$ cat src/rtl/mem_packet_pkg.sv
// Shared types and constants for the packet reader.
// Optional preamble/SFD insertion is enabled by defining MEM_PACKET_READER_PREAMBLE_EN.
package mem_packet_pkg;

`ifdef MEM_PACKET_READER_PREAMBLE_EN
    typedef enum logic [2:0] {IDLE, POP, LOAD, READ, GAP, PRE} state_t;
`else
    typedef enum logic [2:0] {IDLE, POP, LOAD, READ, GAP} state_t;
`endif

    localparam logic [7:0] lpPREAMBLE     = 8'h55;
    localparam logic [7:0] lpSFD          = 8'hD5;
    localparam int         lpPREAMBLE_CNT = 7;
    localparam int         lpIFG_DEFAULT  = 12;

endpackage

$ cat src/rtl/mem_rd_ptr.sv
// Wrapping read pointer for the packet memory: step by one, or skip a whole
// length modulo the memory depth (used to discard illegal packets).
module mem_rd_ptr #(
    parameter int pADDR_WIDTH = 12,
    parameter int pDEPTH      = 3072,
    parameter int pLEN_WIDTH  = 11
) (
    input  logic                   clk,
    input  logic                   rst_n,
    input  logic                   inc,
    input  logic                   add,
    input  logic [pLEN_WIDTH-1:0]  len,
    output logic [pADDR_WIDTH-1:0] ptr
);

    localparam int SW = ((pADDR_WIDTH > pLEN_WIDTH) ? pADDR_WIDTH : pLEN_WIDTH) + 1;
    localparam logic [SW-1:0]          DEPTH_S  = SW'(pDEPTH);
    localparam logic [pADDR_WIDTH-1:0] LAST_PTR = pADDR_WIDTH'(pDEPTH - 1);

    logic [SW-1:0]          sum;
    logic [pADDR_WIDTH-1:0] ptr_nxt;

    // A length is always below the depth, so one conditional subtract is a full modulo.
    always_comb begin
        sum = SW'(ptr) + SW'(len);
        if (sum >= DEPTH_S) begin
            sum = sum - DEPTH_S;
        end
        ptr_nxt = ptr;
        if (add) begin
            ptr_nxt = pADDR_WIDTH'(sum);
        end else if (inc) begin
            ptr_nxt = (ptr == LAST_PTR) ? '0 : ptr + pADDR_WIDTH'(1);
        end
    end

    always_ff @(posedge clk or negedge rst_n) begin
        if (!rst_n) begin
            ptr <= '0;
        end else begin
            ptr <= ptr_nxt;
        end
    end

endmodule

$ cat src/rtl/mem_packet_reader.sv
// Drains packets from the packet memory into a contiguous transmit stream with an
// inter-frame gap. Define MEM_PACKET_READER_PREAMBLE_EN to prepend 7x0x55 + 0xD5.
module mem_packet_reader
    import mem_packet_pkg::*;
#(
    parameter int pDATA_WIDTH        = 8,
    parameter int pMAX_PACKET_LENGHT = 1536,
    parameter int pFIFO_WIDTH        = $clog2(pMAX_PACKET_LENGHT),
    parameter int pDEPTH_RAM         = 2 * pMAX_PACKET_LENGHT,
    parameter int pADDR_WIDTH        = $clog2(pDEPTH_RAM),
    parameter int pIFG_CYCLES        = lpIFG_DEFAULT
) (
    input  logic                   iclk,
    input  logic                   i_rst,
    input  logic                   i_fifo_empty,
    input  logic [pFIFO_WIDTH-1:0] i_fifo_len,
    output logic                   o_fifo_rd,
    output logic [pADDR_WIDTH-1:0] o_reg_read_addr,
    input  logic [pDATA_WIDTH-1:0] i_reg_data,
    output logic [pDATA_WIDTH-1:0] o_tx_d,
    output logic                   o_tx_dv,
    output logic                   o_len_err,
    output logic                   o_busy
);

    localparam int GW = $clog2(pIFG_CYCLES + 2);
    localparam logic [GW-1:0]          GAP_LAST = GW'((pIFG_CYCLES >= 2) ? pIFG_CYCLES - 2 : 0);
    localparam logic [pFIFO_WIDTH-1:0] MAX_LEN  = pFIFO_WIDTH'(pMAX_PACKET_LENGHT);

    state_t                 state, state_nxt;
    logic [pFIFO_WIDTH-1:0] len_q, len_nxt;
    logic [pFIFO_WIDTH-1:0] cnt, cnt_nxt;
    logic [GW-1:0]          gap_cnt, gap_nxt;
    logic                   issue, ptr_inc, ptr_add, len_err_nxt;
    logic [pADDR_WIDTH-1:0] ptr;
    logic                   vld_p1;
    logic                   pre_vld_p1;
    logic [pDATA_WIDTH-1:0] pre_byte_p1;

`ifdef MEM_PACKET_READER_PREAMBLE_EN
    logic                   pre_vld;
    logic [pDATA_WIDTH-1:0] pre_byte;
`endif

    mem_rd_ptr #(
        .pADDR_WIDTH(pADDR_WIDTH),
        .pDEPTH     (pDEPTH_RAM),
        .pLEN_WIDTH (pFIFO_WIDTH)
    ) u_rd_ptr (
        .clk  (iclk),
        .rst_n(i_rst),
        .inc  (ptr_inc),
        .add  (ptr_add),
        .len  (i_fifo_len),
        .ptr  (ptr)
    );

    assign o_reg_read_addr = ptr;
    assign o_fifo_rd       = (state == POP);
    assign o_busy          = (state != IDLE);

    always_comb begin
        state_nxt   = state;
        len_nxt     = len_q;
        cnt_nxt     = cnt;
        gap_nxt     = gap_cnt;
        issue       = 1'b0;
        ptr_inc     = 1'b0;
        ptr_add     = 1'b0;
        len_err_nxt = 1'b0;
`ifdef MEM_PACKET_READER_PREAMBLE_EN
        pre_vld     = 1'b0;
        pre_byte    = pDATA_WIDTH'(lpPREAMBLE);
`endif
        case (state)
            IDLE: if (!i_fifo_empty) state_nxt = POP;
            POP:  state_nxt = LOAD;
            LOAD: begin
                len_nxt = i_fifo_len;
                cnt_nxt = '0;
                gap_nxt = '0;
                if (i_fifo_len == '0) begin
                    state_nxt = IDLE;
                end else if (i_fifo_len > MAX_LEN) begin
                    len_err_nxt = 1'b1;
                    ptr_add     = 1'b1;
                    state_nxt   = IDLE;
                end else begin
`ifdef MEM_PACKET_READER_PREAMBLE_EN
                    state_nxt = PRE;
`else
                    state_nxt = READ;
`endif
                end
            end
`ifdef MEM_PACKET_READER_PREAMBLE_EN
            PRE: begin
                pre_vld = 1'b1;
                cnt_nxt = cnt + pFIFO_WIDTH'(1);
                if (cnt == pFIFO_WIDTH'(lpPREAMBLE_CNT)) begin
                    pre_byte  = pDATA_WIDTH'(lpSFD);
                    cnt_nxt   = '0;
                    state_nxt = READ;
                end
            end
`endif
            READ: begin
                issue   = 1'b1;
                ptr_inc = 1'b1;
                cnt_nxt = cnt + pFIFO_WIDTH'(1);
                if (cnt == len_q - pFIFO_WIDTH'(1)) state_nxt = GAP;
            end
            // The gap is timed from the first idle output cycle; the IDLE cycle closes it.
            GAP: begin
                if (!o_tx_dv) begin
                    if (gap_cnt >= GAP_LAST) state_nxt = IDLE;
                    else                     gap_nxt   = gap_cnt + GW'(1);
                end
            end
            default: state_nxt = IDLE;
        endcase
    end

    always_ff @(posedge iclk or negedge i_rst) begin
        if (!i_rst) begin
            state     <= IDLE;
            len_q     <= '0;
            cnt       <= '0;
            gap_cnt   <= '0;
            o_len_err <= 1'b0;
        end else begin
            state     <= state_nxt;
            len_q     <= len_nxt;
            cnt       <= cnt_nxt;
            gap_cnt   <= gap_nxt;
            o_len_err <= len_err_nxt;
        end
    end

    // Stage p1: issue flag aligned with the memory read latency
    always_ff @(posedge iclk or negedge i_rst) begin
        if (!i_rst) vld_p1 <= 1'b0;
        else        vld_p1 <= issue;
    end

`ifdef MEM_PACKET_READER_PREAMBLE_EN
    always_ff @(posedge iclk or negedge i_rst) begin
        if (!i_rst) begin
            pre_vld_p1  <= 1'b0;
            pre_byte_p1 <= '0;
        end else begin
            pre_vld_p1  <= pre_vld;
            pre_byte_p1 <= pre_byte;
        end
    end
`else
    assign pre_vld_p1  = 1'b0;
    assign pre_byte_p1 = '0;
`endif

    // Stage p2: registered transmit outputs
    always_ff @(posedge iclk or negedge i_rst) begin
        if (!i_rst) begin
            o_tx_dv <= 1'b0;
            o_tx_d  <= '0;
        end else begin
            o_tx_dv <= vld_p1 | pre_vld_p1;
            o_tx_d  <= pre_vld_p1 ? pre_byte_p1 : i_reg_data;
        end
    end

endmodule

$ cat config.mk
export PLATFORM = sky130hd
export DESIGN_NAME = mem_packet_reader
export DESIGN_NICKNAME = d
export VERILOG_FILES = /design/src/rtl/mem_packet_pkg.sv /design/src/rtl/mem_rd_ptr.sv /design/src/rtl/mem_packet_reader.sv
export SDC_FILE = /design/constraint.sdc
export NUM_CORES = 1
export LEC_CHECK = 0
export ABC_AREA = 1
export BUFFER_PORTS_ARGS = -buffer_cell sky130_fd_sc_hd__buf_2
export CAP_MARGIN = 20
export CORE_MARGIN = 1.5
export CORE_UTILIZATION = 40
export DETAILED_ROUTE_END_ITERATION = 7
export PLACE_DENSITY = 0.64
export SLEW_MARGIN = 20
export SYNTH_ARGS = -nofsm -noshare
export SYNTH_HDL_FRONTEND = slang
export SYNTH_SLANG_ARGS = --single-unit
export TNS_END_PERCENT = 100
$ cat constraint.sdc
create_clock -name iclk -period 2.3 [get_ports iclk]
set_input_delay 0.23 -clock iclk [delete_from_list [all_inputs] [get_ports iclk]]
set_output_delay 0.23 -clock iclk [all_outputs]
set_load 0.05 [all_outputs]
## Word-level counts from Yosys, hierarchy flattened

Cells that the tools add are included.
Widths: inputs -> output; s select.

| storage, ports and cells | value |
|---|---|
| output and inout bits | 24 |
| bits of input ports | 22 |
| register bits after elaboration | 52 |

| cells by class | value |
|---|---|
| muxes and demuxes | 19 |
| reduce and logical (&&, ||, !) cells | 8 |
| magnitude comparators | 3 |
| $add $sub $neg | 6 |
| equal/unequal tests | 11 |

Operator list:

| operator | number |
|---|---|
| $mux 12 | 4 |
| $pmux 11 s2 | 1 |
| $pmux 3 s5 | 1 |
| $add 12x11->13 | 1 |
| $ge 13x12->1 const B | 1 |
| $add 12x1->12 const B | 1 |
| $eq 12x12->1 const B | 1 |
| $mux 3 | 4 |
| $sub 12x12->12 const B | 1 |
| $add 11x1->11 const B | 1 |
| $eq 11x11->1 | 1 |
| $gt 11x11->1 const B | 1 |
| $logic_not 11->1 | 1 |
| $sub 11x1->11 const B | 1 |
| $ne 2x2->1 const B | 5 |
| $mux 4 | 2 |
| $pmux 4 s2 | 1 |
| $eq 3x2->1 const B | 2 |
| $reduce_bool 2->1 | 3 |
| $add 4x1->4 const B | 1 |
| $ge 4x4->1 const B | 1 |
| $mux 1 | 4 |
| $mux 2 | 2 |
| $reduce_and 4->1 | 1 |
| 5 further kinds | 5 |

## Longest topological paths before layout

| depth | value |
|---|---|
| depth after elaboration | 5 |
| mapped depth | 22 |

## Cells and area by module

A second synthesis with hierarchy kept.

| second synthesis, totals | value |
|---|---|
| cell total of the unflattened synthesis | 522 |
| area, all modules | 3679.8 sq um |

Modules (own cells, without submodules):

| module | cells an instance | times used | seq. area each (sq um) | area each (sq um) |
|---|---|---|---|---|
| mem_packet_reader | 265 | 1 | 1001.0 | 2108.3 |
| mem_rd_ptr | 257 | 1 | 300.3 | 1571.5 |

## Worst setup path before layout

Ideal clock, no wire load.

| timing path | value |
|---|---|
| kind | flip-flop to flip-flop |
| start point | reg u_rd_ptr.ptr[0] |
| end point | reg u_rd_ptr.ptr[10] |
| cell stages (with the launch flop) | 23 |
| data arrival time | 2763 ps |
| data required time | 2179 ps |
| library setup time | 121 ps |
| period minus slack after synthesis | 2884 ps |
| path slack | -584 ps |
| buffers on the path | 0 |
| cell sequence | dfrtp_1 -> ha_1 -> inv_1 -> fa_1 -> inv_1 -> nand2_1 -> nand3_1 -> nand2_1 -> nand2_1 -> nand2_1 -> nand2_2 -> ha_1 -> nand3b_1 -> nor2_1 -> nand3_1 -> nor2_1 -> nand2_1 -> nor2_1 -> nand2_1 -> nand3_1 -> nand2_1 -> nand3_1 -> a21oi_2 |

| between the ends | value |
|---|---|
| cells in the longest elaborated chain, start to end | 4 |
| elaborated cells between the ends (all ways) | 9 |

RTL lines:

| what | line | text |
|---|---|---|
| from (decl) | mem_rd_ptr.sv:13 | `output logic [pADDR_WIDTH-1:0] ptr` |
| from (signal assigned) | mem_rd_ptr.sv:41 | `ptr <= ptr_nxt;` |
| $add 12x11->13, or another cell as far along | mem_rd_ptr.sv:25 | `sum = SW'(ptr) + SW'(len);` |
| $sub 12x12->12, or another cell as far along | mem_rd_ptr.sv:27 | `sum = sum - DEPTH_S;` |
| $mux 12, on equally long branches | mem_rd_ptr.sv:26, mem_rd_ptr.sv:32 |  |
| $mux 12 * | mem_rd_ptr.sv:30 | `if (add) begin` |

Every way passes the cells marked *; elsewhere a longest branch is shown, timed or not. The select of a mux whose other input is x is not followed.
A chain may end at the register's enable or synchronous reset.

## Worst setup path after layout

| timing path | value |
|---|---|
| start point | reg u_rd_ptr.ptr[9] |
| end point | reg u_rd_ptr.ptr[11] |

Same word-level chain as after synthesis.

==> reports/qor.txt <==
outcome: finished, violations left
failing checks: negative hold slack, negative setup slack
initial DRC count: 144
Hold Violations, Final: 11
Slew Limit Fails: 0
DRT antenna net count: 0
io pins: 46
commonest cells after routing, fill and taps aside: nand2_1, buf_4, inv_1, dfrtp_1, buf_2
RePlAce Congestion: 0.882
Starting Density: 0.408
TritonCTS Buffers: 5
largest family of logic cells by synthesized area: simple AND/OR/NAND/NOR gates
count of state elements after synthesis: 52
Avg WL per Cell: 13.4 µm
largest net degree at the start of global routing: 34
CP Max Fanout: 4
Post-Synthesis Cells: 484
portion of netlist area occupied by mux cells: 0
CP arrival: 2.72 ns
syn_nets: 524
drt pass-1 iters: 4
Worst EP required: 2.55 ns
Setup CP Type: reg -> reg
crit path time final: 2.47 ns
Reg2Reg Depth: 18
worst rel slew slack: 0.464
total grt overflow: 0
met3 routed WL: 288 µm
crit-path max cell delay: 0.45 ns
layout cell share with drive strength beyond 1: 0.301
max cap viols: 0
Max Used Layer: met4
Worst Hold Class: in -> async
Power Total: 5.88 mW
hpwl dp: 7400 µm
sequential share of the synthesized area: 0.369
Mapped Area: 3530 µm²
CP cell instances: ha_4 -> nand2_1 -> nor2_2 -> nand4_1 -> nand3_1 -> nand2_1 -> nand2_2 -> ha_4 -> nand3b_1 -> nor2_1 -> nand3_1 -> nor2_1 -> nand2_1 -> nor2_1 -> nand2_1 -> nand4_1 -> nand3_2 -> a21oi_2
fin area: 4670 µm²
die area: 9390 µm²
CORE AREA: 8640 µm²
Worst Setup End Kind: flip-flop
Avg Cell Area, Syn: 7.29 µm²
area grow syn2layout: 32.5%
number of diodes: 0
pin slew with the least headroom to its limit: 0.803 ns
final setup TNS: -0.329 ns
row count: 34
crit start category: flip-flop
largest vdd supply drop: 0.000661 V
RSZ-0062 raised after global routing: yes
Lkg Pwr: 2.39 nW
Hold WS: -0.0121 ns
clock-pin slew on the worst setup and hold paths: 0.10 ns
final setup vio count: 2
filler instances: 845
first-pass GRT wire length: 16100 µm
Die H: 96.9 µm
clk_skew: 0.00482 ns
Crit Reg-Reg Startpoint: u_rd_ptr.ptr[9]
Synth Area in Simple Gates: 0.330
number of global-route vias before repair: 3511
Via density: 4.95
Fmax: 0.405 GHz
Worst-Skew Late Latency: 0.31 ns
NumNets Final: 640
clock sinks: 52
Final WS setup: -0.171 ns
Synth Area in XOR/XNOR: 0.0497
warnings from Yosys: 0
via count: 3511
final core utilization: 0.541
H-tree levels: 2
DRC: 0
Yosys cell types: 40
DR WL met2: 4660 µm
Placed Instance Area: 4380 µm²
Synth Area in Compound Gates: 0.104
Clock Path Buffers: 2
Root Buffer: clkbuf_8
cell area power density: 1260 nW/µm²
initial antenna violation count: 0
M1 wire length: 4370 µm
Total Wirelength: 9490 µm
total track usage: 0.208
Critical path origin: u_rd_ptr.ptr[9]
CTS tree: done
most frequent CP cell: nand2_1
die extent in x: 96.9 µm
Adder-Cell Fraction of Synth Area: 0.0660
port bufs: 45
CP max-delay cell: dfrtp_1
commonest non-fill, non-tap cell in the layout: nand2_1
fin crit share: 1.07
==> path summary, 6_finish.rpt <==
path,to,slack [ns]
worst max-delay path,u_rd_ptr.ptr[11],-0.17
worst min-delay path,cnt[5],-0.01
worst max register to register,u_rd_ptr.ptr[11],-0.17
worst min register to register,o_tx_dv,0.36
max in group asynchronous,o_tx_d[1],1.73
min in group iclk,o_tx_d[6],0.01
==> critical path, delay by kind of cell, from the launching register on <==
family | cells | cell delay (ns)
AO/OA/AOI/OAI | 1 | 0.13
adder cells (fa/ha/maj) | 2 | 0.44
flip-flops | 1 | 0.45
AND/OR/NAND/NOR | 15 | 1.40
==> flip-flops by register name, indices dropped and copies added, names as in the netlist <==
register,cells
o_tx_dv,1
o_len_err,1
u_rd_ptr.ptr,12
state,3
o_tx_d,8
vld_p1,1
gap_cnt,4
len_q,11
cnt,11
==> cells in the mapped netlist <==
cell / n / area (µm²)
nand2_4: 1 / 11.3
o22a_1: 1 / 8.76
nor2_8: 1 / 20.0
nor2_4: 2 / 22.5
o31ai_1: 3 / 22.5
a21oi_2: 1 / 8.76
o211ai_1: 2 / 15.0
a22o_1: 2 / 17.5
buf_4: 1 / 7.51
dfrtp_1: 52 / 1300
o21ai_1: 8 / 40.0
nand3_1: 24 / 120
nand3b_1: 6 / 45.0
a22oi_1: 1 / 7.51
xor2_1: 16 / 140
o21ai_0: 17 / 85.1
nor3_1: 5 / 25.0
clkinv_1: 1 / 3.75
nand3_2: 1 / 10.0
and3_1: 2 / 12.5
o221ai_1: 2 / 17.5
xnor2_1: 4 / 35.0
nand3b_2: 1 / 11.3
fa_1: 1 / 20.0
or2_2: 1 / 6.26
o21bai_1: 1 / 7.51
nor2_2: 3 / 18.8
a21o_1: 1 / 7.51
nor2_1: 46 / 173
clkbuf_1: 4 / 15.0
inv_1: 64 / 240
ha_1: 17 / 213
inv_2: 5 / 18.8
nand2_2: 3 / 18.8
a21oi_1: 21 / 105
nand4_1: 15 / 93.8
nand2_1: 140 / 526
a31oi_1: 4 / 25.0
nor3_2: 3 / 30.0
nand4_4: 1 / 21.3
==> layer usage <==
metal,global-route usage,vias to the layer above
li1,-,1791
met1,0.272,1658
met2,0.366,51
met3,0.0246,11
met4,0.0535,0
met5,0,-
==> cell type report <==
cell class / count / area [µm²] / area share
timing repair buffer: 114 / 756 / 0.162
tap: 108 / 135 / 0.0289
sequential: 52 / 1310 / 0.280
clock buffer: 6 / 72.6 / 0.0155
multi-input combinational: 357 / 2120 / 0.454
clock inverter: 2 / 16.3 / 0.00348
inverter: 70 / 263 / 0.0562
==> kinds of logic (layout without fill, tap and decap cells) <==
logic type                 count (synthesis)  after routing
and+or+nand+nor                          255            255
buffers and inverters                     75            192
AOI/OAI and AO/OA                         64             64
DFF                                       52             52
xor gates and xnor gates                  20             20
adders and majority gates                 18             18
==> repair_timing <==
action	CTS	global route
gates resized for setup	14	16
setup endpoints to repair	2	2
pin swaps	12	11
setup buffers	5	0
hold buffers	0	0
cloned	0	0
==> stage by stage <==
step                worst slack, ns  instances
floorplan                    -0.293        484
global placement             -0.160        696
detailed placement           -0.236        696
CTS                          -0.198        709
global route                 -0.390        709
finish                       -0.171        709
==> power breakdown <==
| part | internal (mW) | switching [mW] |
|---|---|---|
| Combinational | 1.56 | 2.30 |
| Sequential | 1.19 | 0.275 |
| Clock | 0.218 | 0.336 |
| Total | 2.97 | 2.91 |
Note: power is estimated with default switching activity, not from simulation.
